==> config.mk <==
export PLATFORM = sky130hd
export DESIGN_NAME = mem_arbiter
export DESIGN_NICKNAME = d
export VERILOG_FILES = /design/src/rtl/mem_arbiter.sv
export SDC_FILE = /design/constraint.sdc
export NUM_CORES = 1
export LEC_CHECK = 0
export CORE_UTILIZATION = 40
export CTS_CLUSTER_SIZE = 8
export DETAILED_ROUTE_END_ITERATION = 6
export PLACE_DENSITY = 0.8
export SLEW_MARGIN = 20
export SYNTH_ARGS = -nofsm -noshare
export SYNTH_HDL_FRONTEND = slang
export SYNTH_SLANG_ARGS = --single-unit
==> constraint.sdc <==
create_clock -name clk -period 3.4 [get_ports clk]
set_input_delay 0.68 -clock clk [delete_from_list [all_inputs] [get_ports clk]]
set_output_delay 0.68 -clock clk [all_outputs]
set_load 0.005 [all_outputs]
==> src/rtl/mem_arbiter.sv <==
// Round-robin arbiter sharing one single-port word memory between
// the fetch port and the load/store port (4-cycle access sequence).
module mem_arbiter #(
  parameter int WIDTH = 32,
  parameter int SIZE  = 1024
) (
  input  logic             clk,
  input  logic             rst,
  input  logic             i_req,
  input  logic [WIDTH-1:0] i_addr,
  output logic [WIDTH-1:0] i_rdata,
  output logic             i_ack,
  input  logic             d_req,
  input  logic             d_we,
  input  logic [WIDTH-1:0] d_addr,
  input  logic [WIDTH-1:0] d_wdata,
  output logic [WIDTH-1:0] d_rdata,
  output logic             d_ack,
  output logic             busy,
  output logic [WIDTH-1:0] mem_addr,
  output logic             mem_cs,
  output logic             mem_we,
  output logic [WIDTH-1:0] mem_wdata,
  input  logic [WIDTH-1:0] mem_rdata
);

  if (SIZE < 1) begin : g_bad_size
    $error("mem_arbiter: SIZE must be positive");
  end

  typedef enum logic [1:0] {
    S_IDLE,
    S_ISSUE,
    S_CAPTURE,
    S_RESP
  } state_t;

  state_t r_state;
  state_t w_state_nx;

  // last_grant / current grant: 0 = fetch port, 1 = data port
  logic r_last_d;
  logic w_last_d_nx;
  logic r_gnt_d;
  logic w_gnt_d_nx;
  logic r_rd;
  logic w_rd_nx;

  logic [WIDTH-1:0] r_i_rdata;
  logic [WIDTH-1:0] w_i_rdata_nx;
  logic [WIDTH-1:0] r_d_rdata;
  logic [WIDTH-1:0] w_d_rdata_nx;
  logic             r_i_ack;
  logic             w_i_ack_nx;
  logic             r_d_ack;
  logic             w_d_ack_nx;
  logic             r_busy;
  logic             w_busy_nx;
  logic [WIDTH-1:0] r_mem_addr;
  logic [WIDTH-1:0] w_mem_addr_nx;
  logic             r_mem_cs;
  logic             w_mem_cs_nx;
  logic             r_mem_we;
  logic             w_mem_we_nx;
  logic [WIDTH-1:0] r_mem_wdata;
  logic [WIDTH-1:0] w_mem_wdata_nx;

  logic w_pick_d;
  logic w_pick_rd;

  // On contention the port that did not win last time is served.
  assign w_pick_d  = d_req & (~i_req | ~r_last_d);
  assign w_pick_rd = ~(w_pick_d & d_we);

  always_comb begin
    w_state_nx     = r_state;
    w_last_d_nx    = r_last_d;
    w_gnt_d_nx     = r_gnt_d;
    w_rd_nx        = r_rd;
    w_i_rdata_nx   = r_i_rdata;
    w_d_rdata_nx   = r_d_rdata;
    w_i_ack_nx     = 1'b0;
    w_d_ack_nx     = 1'b0;
    w_mem_addr_nx  = r_mem_addr;
    w_mem_cs_nx    = r_mem_cs;
    w_mem_we_nx    = r_mem_we;
    w_mem_wdata_nx = r_mem_wdata;
    unique case (r_state)
      S_IDLE: begin
        if (i_req | d_req) begin
          w_state_nx    = S_ISSUE;
          w_gnt_d_nx    = w_pick_d;
          w_last_d_nx   = w_pick_d;
          w_rd_nx       = w_pick_rd;
          w_mem_addr_nx = w_pick_d ? d_addr : i_addr;
          w_mem_cs_nx   = w_pick_rd;
          w_mem_we_nx   = ~w_pick_rd;
          if (!w_pick_rd) begin
            w_mem_wdata_nx = d_wdata;
          end
        end
      end
      S_ISSUE: begin
        w_state_nx  = S_CAPTURE;
        w_mem_cs_nx = 1'b0;
        w_mem_we_nx = 1'b0;
      end
      S_CAPTURE: begin
        w_state_nx = S_RESP;
        if (r_gnt_d) begin
          w_d_ack_nx = 1'b1;
          if (r_rd) begin
            w_d_rdata_nx = mem_rdata;
          end
        end else begin
          w_i_ack_nx = 1'b1;
          if (r_rd) begin
            w_i_rdata_nx = mem_rdata;
          end
        end
      end
      S_RESP: begin
        w_state_nx = S_IDLE;
      end
      default: begin
        w_state_nx = S_IDLE;
      end
    endcase
    w_busy_nx = (w_state_nx != S_IDLE);
  end

  always_ff @(posedge clk) begin
    if (rst) begin
      r_state     <= S_IDLE;
      r_last_d    <= 1'b0;
      r_gnt_d     <= 1'b0;
      r_rd        <= 1'b0;
      r_i_rdata   <= '0;
      r_d_rdata   <= '0;
      r_i_ack     <= 1'b0;
      r_d_ack     <= 1'b0;
      r_busy      <= 1'b0;
      r_mem_addr  <= '0;
      r_mem_cs    <= 1'b0;
      r_mem_we    <= 1'b0;
      r_mem_wdata <= '0;
    end else begin
      r_state     <= w_state_nx;
      r_last_d    <= w_last_d_nx;
      r_gnt_d     <= w_gnt_d_nx;
      r_rd        <= w_rd_nx;
      r_i_rdata   <= w_i_rdata_nx;
      r_d_rdata   <= w_d_rdata_nx;
      r_i_ack     <= w_i_ack_nx;
      r_d_ack     <= w_d_ack_nx;
      r_busy      <= w_busy_nx;
      r_mem_addr  <= w_mem_addr_nx;
      r_mem_cs    <= w_mem_cs_nx;
      r_mem_we    <= w_mem_we_nx;
      r_mem_wdata <= w_mem_wdata_nx;
    end
  end

  assign i_rdata   = r_i_rdata;
  assign i_ack     = r_i_ack;
  assign d_rdata   = r_d_rdata;
  assign d_ack     = r_d_ack;
  assign busy      = r_busy;
  assign mem_addr  = r_mem_addr;
  assign mem_cs    = r_mem_cs;
  assign mem_we    = r_mem_we;
  assign mem_wdata = r_mem_wdata;

endmodule

==> out/results.txt <==
Worst min path class = flop to flop
Initial DRC count = 338
PostCTS Resize Cnt = 0
Nets = 1020
Slew @ Worst Pin = 746 ps
Peak VDD IR = 0.000354 V
Final period utilization = 0.613
CTS tree = done
Most frequent cells in the layout = 264 x clkdlybuf4s50_1, 161 x nand2_1, 137 x dfxtp_1
Fill cell count = 1085
Mapped Cells = 638
Status = complete, no violations
Via count = 5167
Core area = 12900 µm²
Die H = 118 µm
Antenna cells = 0
Via density = 4.84
GRT Residual Overflow = 0
Pins Over Slew Limit = 0
Synth-to-Final Area Change = 62.9%
IO Port Bufs = 265
I/O pin total = 266
Vias in the first global route = 4932
Syn nets = 775
Setup-failing EPs final = 0
Fin Setup TNS = 0 ps
Max Cap Viol = 0
Largest net degree at the start of global routing = 88
Net Switching = 1.46 mW
WL/cell = 14.5 µm
Slew Limit Headroom = 0.503
CTS sink count = 137
Critical path class = primary input to flop
Cells on worst reg2reg path = 6
Final hold viol count = 0
Drt total wl = 15400 µm
Clock skew = 5.66 ps
Ratio of cells with drive above 1 in the final layout = 0.0469
Drt pass-1 iters = 6
CTS clk-pin slew, worst paths = 60 ps
Root Buffer Master = clkbuf_16
# H-tree levels = 4
Cells after DPL = 1036
Area leader, netlist = dfxtp_1
Synth Area per Inst = 8.42 µm²
Arrival @ worst endpoint = 2420 ps
Post-synthesis sequential area ratio = 0.511
DRC violations left = 0
Routability cong. = 0.789
# Post-CTS Setup Buffers = 0
Worst-path fanout max = 33
First-pass GRT wire length = 24800 µm
Final min period = 2080 ps
Final Util = 0.679
Leakage = 3.12 nW
Synth warnings = 0
Int Power = 3.91 mW
Num CTS Buffers = 17
Post-DP HPWL = 10500 µm
Worst-skew pair later-pin latency = 420 ps
Die Area = 13900 µm²
RSZ-0062 raised after global routing = no
Number of distinct library cells after synthesis = 29
Sequential power share = 0.369
Initial Util = 0.417
Clock power share = 0.353
Hold Crit Depth = 2
Yosys top cell area share = 0.511
Post-Syn Area = 5370 µm²
Comb pwr share = 0.278
Cts hold-fix bufs = 0
Power Density = 615 nW/µm²
Crit start category = primary input
Finished Layout Cells = 1068
Die W = 118 µm
Worst EP required = 3740 ps
Main area contributors after synthesis = dfxtp_1 51%, nand2_1 11%, a21oi_1 9.2%
Commonest non-fill, non-tap cell in the layout = clkdlybuf4s50_1
CP endpoint kind = flop
FF+latch count, synth = 137
Floorplan row count = 41
Fmax = 480 MHz
GRT Total Usage = 0.226
Routed Antenna Nets = 0
Initial antenna violation count = 0
Sw Ratio = 0.272
Max clock buf depth = 2
-- Yosys cell counts (all sizes together) --
library cell and count:
or4 1, nand2b 65, mux2i 32, a21oi 99, and3 1, nand2 161
nor3b 1, nand3 3, nor2 34, or2 1, nor3 3, o211ai 1
a21boi 1, ha 4, buf 14, o21a 1, clkbuf 35, o21ai 1
inv 3, nor2b 1, and3b 2, a21bo 1, and2 1, nand3b 1
a211oi 34, dfxtp 137
-- power by group through the flow --
stage | registers (mW) | clock network, mW | logic [mW]
2_1_floorplan | 2.02 | 0 | 0.696
3_3_place_gp | 2.01 | 0 | 1.48
3_5_place_dp | 2.01 | 0 | 1.50
4_1_cts | 1.98 | 1.94 | 1.51
5_1_grt | 2.01 | 2.02 | 1.64
6_report | 1.98 | 1.90 | 1.49
-- flip-flops by register name (all words and copies together) (netlist names) --
signal,flops
busy,1
d_ack,1
d_rdata,32
i_ack,1
i_rdata,32
mem_addr,32
mem_cs,1
mem_wdata,32
mem_we,1
r_gnt_d,1
r_rd,1
r_state,2
-- area by class of cell --
class	instances	area, µm²	area share
flip-flops and latches	137	2740	0.314
inverters	3	11.3	0.00129
clock buffers	24	462	0.0528
repair buffers	275	2760	0.316
well taps	172	215	0.0246
multi-input cells	449	2410	0.276
clock inverters	8	144	0.0164
-- metal layers --
| metal | part of all wire | vias to the layer above | wire, µm | global-route usage |
|---|---|---|---|---|
| met4 | 0.021 | 0 | 323 | 0.101 |
| met3 | 0.087 | 24 | 1340 | 0.0809 |
| met2 | 0.49 | 201 | 7630 | 0.383 |
| met1 | 0.40 | 2337 | 6150 | 0.254 |
| met5 | 0 | - | 0 | 0 |
| li1 | - | 2605 | - | - |
-- worst paths after layout --
check	from	slack, ps	to
setup / recovery	i_req	1320	mem_wdata[2]
setup reg to reg	r_state[0]	1580	mem_wdata[2]
hold reg to reg	d_rdata[12]	450	d_rdata[12]
hold / removal	d_rdata[12]	450	d_rdata[12]
-- cell families after synthesis --
| logic type | share of synthesized area |
|---|---|
| simple gates | 0.232 |
| flops | 0.511 |
| fa+ha+maj | 0.00932 |
| mux | 0.0597 |
| buf+inv | 0.0408 |
| compound gates | 0.148 |
-- stage by stage --
stage	instance area [µm²]	power (mW)	hold WS (ps)	setup WS (ps)
2_1_floorplan	5370	2.71	453	1750
5_1_grt	8750	5.68	469	1190
6_report	8750	5.38	451	1320
3_3_place_gp	8140	3.49	441	976
4_1_cts	8750	5.43	454	1320
3_5_place_dp	8140	3.51	446	892
-- worst max-delay path, cell delays in order --
cell	delay [ps]
clkdlybuf4s50_1	530
and2_1	270
nor3_4	160
buf_4	490
mux2i_1	270
(Power assumes the default switching activity.)
